`src/rtl/uart_pkg.sv`:
```
// Shared constants for the UART MMIO controller: register offsets, status
// bit positions and the transmit sequencer state encoding.
package uart_pkg;

  localparam logic [2:0] ADDR_DATA = 3'h0;
  localparam logic [2:0] ADDR_STAT = 3'h4;

  localparam int STAT_TXRDY = 0;
  localparam int STAT_RXAV  = 1;
  localparam int STAT_OVR   = 2;
  localparam int STAT_FULL  = 3;

  typedef enum logic [1:0] {
    T_IDLE,
    T_START,
    T_WAIT_BUSY,
    T_WAIT_DONE
  } tx_state_t;

endpackage

```
`src/rtl/uart_rx_fifo.sv`:
```
// Synchronous byte FIFO with a combinational head view. Pointers carry one
// extra wrap bit so full and empty are told apart without a separate counter.
module uart_rx_fifo #(
  parameter int FIFO_DEPTH = 16,
  parameter int PTR_W      = $clog2(FIFO_DEPTH)
) (
  input  logic             clk,
  input  logic             rst,
  input  logic             i_push,
  input  logic [7:0]       i_wdata,
  input  logic             i_pop,
  output logic [7:0]       o_head,
  output logic             o_full,
  output logic             o_empty,
  output logic [PTR_W:0]   o_count
);

  localparam logic [PTR_W:0] PTR_ONE = 1;

  logic [7:0]     r_mem [FIFO_DEPTH];
  logic [PTR_W:0] r_wr_ptr;
  logic [PTR_W:0] r_rd_ptr;

  logic w_empty;
  logic w_full;
  logic w_do_pop;
  logic w_do_push;

  assign w_empty = (r_wr_ptr == r_rd_ptr);
  assign w_full  = (r_wr_ptr[PTR_W] != r_rd_ptr[PTR_W]) &&
                   (r_wr_ptr[PTR_W-1:0] == r_rd_ptr[PTR_W-1:0]);

  // A pop frees the slot the push lands in, so a full FIFO still accepts
  // a push that coincides with a pop.
  assign w_do_pop  = i_pop & ~w_empty;
  assign w_do_push = i_push & (~w_full | w_do_pop);

  always_ff @(posedge clk) begin
    if (rst) begin
      r_wr_ptr <= '0;
      r_rd_ptr <= '0;
    end else begin
      if (w_do_push) r_wr_ptr <= r_wr_ptr + PTR_ONE;
      if (w_do_pop)  r_rd_ptr <= r_rd_ptr + PTR_ONE;
    end
  end

  always_ff @(posedge clk) begin
    if (w_do_push) r_mem[r_wr_ptr[PTR_W-1:0]] <= i_wdata;
  end

  assign o_head  = r_mem[r_rd_ptr[PTR_W-1:0]];
  assign o_full  = w_full;
  assign o_empty = w_empty;
  assign o_count = r_wr_ptr - r_rd_ptr;

endmodule

```
`src/rtl/uart_mmio_ctrl.sv`:
```
// CPU-facing UART controller: DATA/STAT register window, RX completion edge
// capture into a FIFO, and a one-byte TX holding register with start/busy FSM.
module uart_mmio_ctrl
  import uart_pkg::*;
#(
  parameter int FIFO_DEPTH = 16,
  parameter int PTR_W      = $clog2(FIFO_DEPTH)
) (
  input  logic        clk,
  input  logic        rst,
  input  logic        bus_ce,
  input  logic        bus_we,
  input  logic [2:0]  bus_addr,
  input  logic [7:0]  bus_wdata,
  output logic [31:0] bus_rdata,
  output logic        bus_rvalid,
  output logic        read_ce,
  input  logic        rx_fin,
  input  logic [7:0]  rx_data,
  output logic        tx_start,
  output logic [7:0]  tx_data,
  input  logic        tx_busy,
  output logic        irq
);

  logic        r_fin_s1;
  logic        r_fin_s2;
  logic        r_fin_d;
  logic        r_ovr;
  logic        r_irq;
  logic        r_tx_ready;
  logic [7:0]  r_tx_data;
  logic [31:0] r_bus_rdata;
  logic        r_bus_rvalid;
  tx_state_t   r_state;
  tx_state_t   w_state_next;

  logic           w_fin_rise;
  logic           w_rd;
  logic           w_wr;
  logic           w_is_stat;
  logic           w_pop;
  logic           w_hold_load;
  logic           w_ovr_set;
  logic           w_tx_start;
  logic [31:0]    w_stat;
  logic [7:0]     w_fifo_head;
  logic           w_fifo_full;
  logic           w_fifo_empty;
  logic [PTR_W:0] w_fifo_count;

  // Only the STAT offset bit selects the register; the low bits are don't-care.
  assign w_is_stat   = ((bus_addr & ADDR_STAT) != ADDR_DATA);
  assign w_rd        = bus_ce & ~bus_we;
  assign w_wr        = bus_ce & bus_we;
  assign w_pop       = w_rd & ~w_is_stat;
  assign w_hold_load = w_wr & ~w_is_stat & r_tx_ready;
  assign w_fin_rise  = r_fin_s2 & ~r_fin_d;
  assign w_ovr_set   = w_fin_rise & w_fifo_full & ~w_pop;

  uart_rx_fifo #(
    .FIFO_DEPTH (FIFO_DEPTH),
    .PTR_W      (PTR_W)
  ) u_rx_fifo (
    .clk     (clk),
    .rst     (rst),
    .i_push  (w_fin_rise),
    .i_wdata (rx_data),
    .i_pop   (w_pop),
    .o_head  (w_fifo_head),
    .o_full  (w_fifo_full),
    .o_empty (w_fifo_empty),
    .o_count (w_fifo_count)
  );

  always_comb begin
    w_stat             = '0;
    w_stat[STAT_TXRDY] = r_tx_ready;
    w_stat[STAT_RXAV]  = (w_fifo_count != '0);
    w_stat[STAT_OVR]   = r_ovr;
    w_stat[STAT_FULL]  = w_fifo_full;
  end

  always_ff @(posedge clk) begin
    if (rst) begin
      r_fin_s1     <= 1'b0;
      r_fin_s2     <= 1'b0;
      r_fin_d      <= 1'b0;
      r_ovr        <= 1'b0;
      r_irq        <= 1'b0;
      r_tx_ready   <= 1'b1;
      r_tx_data    <= '0;
      r_bus_rdata  <= '0;
      r_bus_rvalid <= 1'b0;
    end else begin
      r_fin_s1     <= rx_fin;
      r_fin_s2     <= r_fin_s1;
      r_fin_d      <= r_fin_s2;
      r_bus_rvalid <= w_rd;
      r_irq        <= ~w_fifo_empty | r_ovr;

      if (w_rd) begin
        if (w_is_stat)         r_bus_rdata <= w_stat;
        else if (w_fifo_empty) r_bus_rdata <= '0;
        else                   r_bus_rdata <= {24'h0, w_fifo_head};
      end

      // A new overrun outranks the clear-on-read of the previous one.
      if (w_ovr_set)                r_ovr <= 1'b1;
      else if (w_rd && w_is_stat)   r_ovr <= 1'b0;

      if (w_hold_load) begin
        r_tx_data  <= bus_wdata;
        r_tx_ready <= 1'b0;
      end else if (r_state == T_WAIT_DONE && !tx_busy) begin
        r_tx_ready <= 1'b1;
      end
    end
  end

  always_ff @(posedge clk) begin
    if (rst) r_state <= T_IDLE;
    else     r_state <= w_state_next;
  end

  // Loading the holding register jumps straight to T_START so tx_start
  // follows the bus write by a single cycle.
  always_comb begin
    w_state_next = r_state;
    w_tx_start   = 1'b0;
    case (r_state)
      T_IDLE: begin
        if (w_hold_load || !r_tx_ready) w_state_next = T_START;
      end
      T_START: begin
        w_tx_start   = 1'b1;
        w_state_next = T_WAIT_BUSY;
      end
      T_WAIT_BUSY: begin
        if (tx_busy) w_state_next = T_WAIT_DONE;
      end
      T_WAIT_DONE: begin
        if (!tx_busy) w_state_next = T_IDLE;
      end
      default: w_state_next = T_IDLE;
    endcase
  end

  assign read_ce    = ~rst;
  assign tx_start   = w_tx_start;
  assign tx_data    = r_tx_data;
  assign irq        = r_irq;
  assign bus_rdata  = r_bus_rdata;
  assign bus_rvalid = r_bus_rvalid;

endmodule

```
`config.mk`:
```
export PLATFORM = sky130hd
export DESIGN_NAME = uart_mmio_ctrl
export DESIGN_NICKNAME = d
export VERILOG_FILES = /design/src/rtl/uart_pkg.sv /design/src/rtl/uart_rx_fifo.sv /design/src/rtl/uart_mmio_ctrl.sv
export SDC_FILE = /design/constraint.sdc
export NUM_CORES = 1
export LEC_CHECK = 0
export CORE_AREA = 4 4 118 120
export CTS_CLUSTER_DIAMETER = 50
export DETAILED_ROUTE_END_ITERATION = 10
export DIE_AREA = 0 0 122 124
export HOLD_SLACK_MARGIN = 0.15
export PLACE_DENSITY = 0.73
export REMOVE_ABC_BUFFERS = 1
export SYNTH_ARGS = -nofsm -noshare
export SYNTH_HDL_FRONTEND = slang
export SYNTH_SLANG_ARGS = --single-unit
```
`constraint.sdc`:
```
create_clock -name clk -period 2.6 [get_ports clk]
set_input_delay 0.52 -clock clk [delete_from_list [all_inputs] [get_ports clk]]
set_output_delay 0.52 -clock clk [all_outputs]
set_load 0.01 [all_outputs]
```
Word level (Yosys, flattened, before mapping). Memories as Yosys holds them, arrays and structs flattened. A register that Yosys moved wholly into a read port is not among the register bits. Index checks and enable logic that the tools add are counted.

Add/subtract/negate cells: 3. Equality and inequality tests: 9. Multiplexer cells: 15. Bitwise gates (word level): 19. Reduce and logical (&&, ||, !) cells: 11.

Operators by type and width (count): $mux 8 (2); $add 5x1->5 const B (2); $and 1x1->1 (10); $mux 4 (2); $pmux 2 s4 (1); $mux 1 (7); $not 1->1 (7); $mux 2 (3); $ne 2x2->1 const B (3); $eq 5x5->1 (1); $reduce_bool 5->1 (1); $sub 5x5->5 (1); $eq 2x2->1 const B (2); $eq 4x4->1 (1); $reduce_bool 2->1 (2); $logic_and 1x1->1 (3); $reduce_and 3->1 (1); $eq 2x1->1 const B (1); $logic_not 1->1 (2); $logic_not 2->1 (1); $or 1x1->1 (2); $logic_or 1x1->1 (1); $ne 1x1->1 (1).

Register bits: 59. Bits in writable memories: 128. Bits of input ports: 25. Output and inout bits: 44. Logic and storage cells: 70. Memories kept: 1.

Memories: u_rx_fifo.r_mem (words 16, bits a word 8, rd ports 1, clocked after memory_dff 1, wr ports 1, RTL line uart_rx_fifo.sv:20) `logic [7:0] r_mem [FIFO_DEPTH];`.

Logic depth before layout (Yosys ltp). Gate-level depths: netlist of run 1.

Depth in word-level cells: 8. Gate-level depth with buffers: 8.

Hierarchy. From an unflattened synthesis of run 1, not the netlist that was laid out.

Cells, all modules: 440. Area, all modules: 6850.3 µm².

By module, submodules not included: uart_rx_fifo (times used 1, cells an instance 298, area each 5651.7 µm², seq. area each 4124.0 µm²); uart_mmio_ctrl (times used 1, cells an instance 142, area each 1198.6 µm², seq. area each 500.5 µm²).

Worst setup path before layout of run 1. OpenSTA, ideal clock, no wires.

Path kind: register -> register. Start point: reg u_rx_fifo.r_wr_ptr[0]. End point: mem u_rx_fifo.r_mem[0][0] (enable). Data arrival time: 1988 ps. Required time: 2217 ps. Slack: 229 ps. Cell stages (with the launch flop): 8. Period minus slack after synthesis: 2371 ps. Path through: dfxtp_1 -> inv_1 -> ha_1 -> nand4_1 -> nor2_2 -> a21boi_2 -> nand2_1 -> nor3_1.

Longest elaborated chain between the ends: 7. Elaborated cells on any way between the ends: 10.

RTL lines: start, declared (RTL line uart_rx_fifo.sv:21) `logic [PTR_W:0] r_wr_ptr;`; start signal, assigned (RTL line uart_rx_fifo.sv:43) `if (w_do_push) r_wr_ptr <= r_wr_ptr + PTR_ONE;`; $eq 5x5->1 or $eq 4x4->1 (tied branches) (RTL line uart_rx_fifo.sv:29, uart_rx_fifo.sv:31); $not 1->1 or $logic_and 1x1->1 (tied branches) (RTL line uart_rx_fifo.sv:35, uart_rx_fifo.sv:30); $and 1x1->1 or $not 1->1 (tied branches) (RTL line uart_rx_fifo.sv:35, uart_rx_fifo.sv:36); $or 1x1->1 (RTL line uart_rx_fifo.sv:36) `assign w_do_push = i_push & (~w_full | w_do_pop);`; $and 1x1->1 (RTL line uart_rx_fifo.sv:36); $mux 1 (RTL line uart_rx_fifo.sv:49) `if (w_do_push) r_mem[r_wr_ptr[PTR_W-1:0]] <= i_wdata;`; $mux 1 (implied by the code) (RTL line uart_rx_fifo.sv:49); end, declared (RTL line uart_rx_fifo.sv:20).

Parallel ways exist; a longest one is shown, timed or not.

Worst setup path in the final report of run 1.
Start point: reg u_rx_fifo.r_wr_ptr[0]. End point: mem u_rx_fifo.r_mem[1][3] (enable).

The elaborated chain is that of the path after synthesis.

==> summary by stage, run 1 <==
Setup path
The number of cells on the worst reg-to-reg path is 8. Of all nets on the critical path, the largest fanout is 8. The worst setup path is captured at a register. The endpoint of the worst register-to-register path is u_rx_fifo.r_mem[1][3]$_DFFE_PP_. The data arrival time at the worst-slack endpoint is 2.40 ns. The setup slack of the worst register-to-register path is 0.33 ns. At the worst endpoint, the required time is 2.73 ns. The critical path is of the register to register type. The worst register-to-register path begins at u_rx_fifo.r_wr_ptr[0]$_SDFFE_PP0P_. The critical path startpoint category is a register.

Global route
Entering global routing, the biggest net connects 36 pins. The global-route wire length before repair is 21.4 mm. The number of antenna violations at the first check in global routing came to 0.

The number of global-route vias before repair is 3991. The global-route usage over all layers is 19.5%. Global routing finished with a remaining overflow of 0.

Final layout
The number of diodes is 0. The count of filler cells inserted in the layout is 959. Summing all multi-input logic gate instances after layout gives 2060 um^2. Compared with the post-synthesis result, the final layout area differs by 18.2%.

Cells fill 63.4% of the core in the end. The final layout contains 567 nets. The sequential cell area in the final layout is ~4600 um^2.

The fraction of final layout cells sized beyond drive strength 1 is 16.6%.

Synthesis
The biggest area contributor in the post-synthesis netlist is sky130_fd_sc_hd__edfxtp_1. During synthesis, Yosys emitted a total of 0 warnings. The number of synthesized register bits is between 150 and 200. The gate count after technology mapping is 457. The number of enable-type register cells in the synthesized netlist is 128. The fraction of the yosys area taken by sequential cells is 66.4%.

Sorting the synthesized cells by area gives the leading types as sky130_fd_sc_hd__edfxtp_1 55%, sky130_fd_sc_hd__dfxtp_1 11%, sky130_fd_sc_hd__mux4_2 6.1%. The proportion of register bits with asynchronous set or reset after synthesis is 0%. The share of the synthesized area in the top cell type is 55.2%. A synthesized cell averages approximately 15 um^2. Sorting the synthesized cells by how often they occur yields 128 x sky130_fd_sc_hd__edfxtp_1, 39 x sky130_fd_sc_hd__dfxtp_1, 39 x sky130_fd_sc_hd__nand2_1, 34 x sky130_fd_sc_hd__nor2_1, 29 x sky130_fd_sc_hd__buf_4. In the synthesized netlist the dominant register cell turns out to be sky130_fd_sc_hd__edfxtp_1.

The most common cell in the synthesized netlist is sky130_fd_sc_hd__edfxtp_1. Counting distinct cell types in the post-synthesis netlist gives 48. The cell area that synthesis handed to floorplanning was roughly 7000 um^2.

Detailed routing
The routed metal-1 wire length is 5.73 mm. The aggregate routed wire length is approximately 14 mm. The residual DRC count is 0. Summed over all nets, wire length on met2 after detailed routing comes to 6.87 mm.

Dividing the detail-routed wire length by the instance count gives 19.1 um. The initial DRC count is roughly 330. After detailed routing, the number of vias per cell comes to 5.50. Summing over every cut layer, the via total after detailed routing is 3940.

The count of nets left with antenna violations once routing finished came out at 0. The first TritonRoute pass finished after 4 iterations. Wire segments on met3 add up to roughly 840 um in the final route. The uppermost layer routed is met4.

Power
The analysis attributes to cell leakage a power of ~2.7 nW. Across the VDD grid, the largest voltage drop is 0.000427 V. The power density over the cells is 704 nW/um^2.

Floorplanning
The floorplan step defined a core boundary enclosing 13000 um^2. The count of standard-cell rows is 42. The die covers 15100 um^2.

The floorplan step set the die height to roughly 120 um. The starting density of the core is between 50% and 60%. 69 I/O pins were placed. The die is 122 um wide.

Min path
The instance count along the most critical hold path is 1. The tightest min-delay check is of the register to register type. The worst hold path begins at r_fin_s1$_SDFF_PP0_. The destination of the worst hold path is r_fin_s2$_SDFF_PP0_.

Clock network
The cell at the root of the clock tree is sky130_fd_sc_hd__clkbuf_16. Clock-pin slew was measured on the worst setup and hold paths at 0.06 ns. Buffers inserted during clock tree synthesis total 17. For this design, the CTS-stage hold fixing added 0 buffers. The clock passes through at most 2 buffers. The number of H-tree levels is 4.

In this run, post-CTS repair resized a total of 0 instances. Post-CTS timing repair inserted 0 buffers for setup. The number of sinks on the clock net is 167. The CTS tree is built.

For the worst-skew pair, the clock arrives at the later sink with an insertion delay of about 0.42 ns.

Timing
In this run the tightest slew margin relative to its limit is 58.5%. The setup TNS is 0 ns. The upper clock frequency limit is between 400 and 500 MHz. The clock arrives with 0.00613 ns of skew.

The time the final worst path needs with I/O delays and setup is approximately 2.3 ns. The post-route fraction of the period consumed by the critical path is between 80 and 90%. The final worst-path setup slack is between 0.3 and 0.4 ns. The measured slew at the worst slew-check pin is 0.620 ns. Setup violations remaining at the end of the flow were counted as 0. The total count of hold-check failures in the final report was 0.

Setup repair after global routing left no endpoint under its margin. The count of pins over their slew limit is 0.

Placed design
The placer congestion estimate is roughly 0.81. The estimated wirelength of the detail-placed design is 9.03 mm. Input and output buffers added on the ports amount to 42. Timing analysis after detailed placement gives a worst setup slack of 0.111 ns.

Flow run
The tool flagged a number of max-cap violations equal to 0.

Status
The flow ran to the end, and the final reports show no timing, DRC or antenna violations.
-- where the power goes --
group	switching, mW	internal, mW
registers	0.0237	2.90
logic	0.172	0.139
clock network	0.968	1.59
total	1.16	4.63
-- cells by family (layout without fill, tap and decap cells) --
| logic type | Yosys count | in the layout | share of synthesized area, % |
|---|---|---|---|
| buffers and inverters | 56 | 117 | 5.23 |
| AO/OA/AOI/OAI | 46 | 46 | 5.21 |
| flip-flops | 167 | 167 | 66.4 |
| XOR/XNOR | 9 | 9 | 1.24 |
| multiplexers | 37 | 37 | 10.9 |
| other | 1 | 24 | 0.0538 |
| AND/OR/NAND/NOR | 127 | 127 | 8.51 |
| adder cells (fa/ha/maj) | 14 | 14 | 2.51 |
-- worst max-delay path by stage --
stage                                      end  cells past startpoint                          startpoint
2_1_floorplan        bus_rdata[5]$_SDFFE_PP0N_                      5                            register
3_3_place_gp   u_rx_fifo.r_mem[1][2]$_DFFE_PP_                      6                              bus_we
3_5_place_dp   u_rx_fifo.r_mem[1][3]$_DFFE_PP_                      6                              bus_we
4_1_cts        u_rx_fifo.r_mem[1][7]$_DFFE_PP_                      8  u_rx_fifo.r_wr_ptr[0]$_SDFFE_PP0P_
5_1_grt        u_rx_fifo.r_mem[2][1]$_DFFE_PP_                      8  u_rx_fifo.r_wr_ptr[0]$_SDFFE_PP0P_
6_report       u_rx_fifo.r_mem[1][3]$_DFFE_PP_                      8  u_rx_fifo.r_wr_ptr[0]$_SDFFE_PP0P_
-- routing by layer --
| metal | global-route usage (%) | vias up |
|---|---|---|
| met5 | 0 | - |
| met4 | 7.56 | 0 |
| met3 | 4.50 | 18 |
| met2 | 33.2 | 117 |
| met1 | 24.4 | 1977 |
| li1 | - | 1828 |
-- state kept, by name, summed over array words and instances (netlist names), named ones only --
signal / count
r_tx_ready: 1
tx_data: 8
u_rx_fifo.r_rd_ptr: 5
bus_rvalid: 1
irq: 1
r_fin_s2: 1
u_rx_fifo.r_wr_ptr: 5
r_ovr: 1
u_rx_fifo.r_mem: 128
r_state: 2
r_fin_s1: 1
bus_rdata: 8
r_fin_d: 1
-- cell type report --
cell class	count	share of cell area [%]
Timing Repair Buffer	73	8.09
Tap cell	176	2.68
Clock buffer	18	5.21
Inverter	12	0.547
Multi-Input combinational cell	257	25.1
Sequential cell	167	56.2
Clock inverter	14	2.20
-- per-stage QoR --
| step | instance area [um^2] | hold slack, ns | power [mW] | instances |
|---|---|---|---|---|
| finish | 8230 | 0.452 | 5.80 | 717 |
| global route | 8230 | 0.489 | 6.00 | 717 |
| CTS | 8230 | 0.453 | 5.85 | 717 |
| detailed placement | 7620 | 0.436 | 3.29 | 685 |
| global placement | 7620 | 0.433 | 3.28 | 685 |
| floorplan | 6730 | 0.414 | 3.14 | 436 |
-- worst max-delay path: stages (launching register included) --
cell	delay, ns
sky130_fd_sc_hd__dfxtp_1	0.43
sky130_fd_sc_hd__inv_1	0.13
sky130_fd_sc_hd__ha_1	0.33
sky130_fd_sc_hd__nand4_1	0.16
sky130_fd_sc_hd__nor2_2	0.10
sky130_fd_sc_hd__a21boi_2	0.24
sky130_fd_sc_hd__nand2_1	0.15
sky130_fd_sc_hd__nor3_1	0.20
sky130_fd_sc_hd__buf_4	0.23
-- placed cells by master (no fill, tap or decap), types with 11 or more instances in the layout --
cell type	instances
sky130_fd_sc_hd__edfxtp_1	128
sky130_fd_sc_hd__clkdlybuf4s50_1	42
sky130_fd_sc_hd__nand2_1	39
sky130_fd_sc_hd__dfxtp_1	38
sky130_fd_sc_hd__nor2_1	34
sky130_fd_sc_hd__buf_4	30
sky130_fd_sc_hd__conb_1	24
sky130_fd_sc_hd__nand3_1	19
sky130_fd_sc_hd__mux4_2	19
sky130_fd_sc_hd__clkbuf_16	17
sky130_fd_sc_hd__ha_1	14
sky130_fd_sc_hd__inv_1	12
sky130_fd_sc_hd__nor2b_1	12
sky130_fd_sc_hd__a21oi_1	11
(Power assumes the default switching activity.)
==> run 2: changes to the inputs <==
Settings changed: TNS_END_PERCENT set to 1.
==> results of run 2 <==
Same layout as run 1: the final DEF is identical, and so are final timing and power.
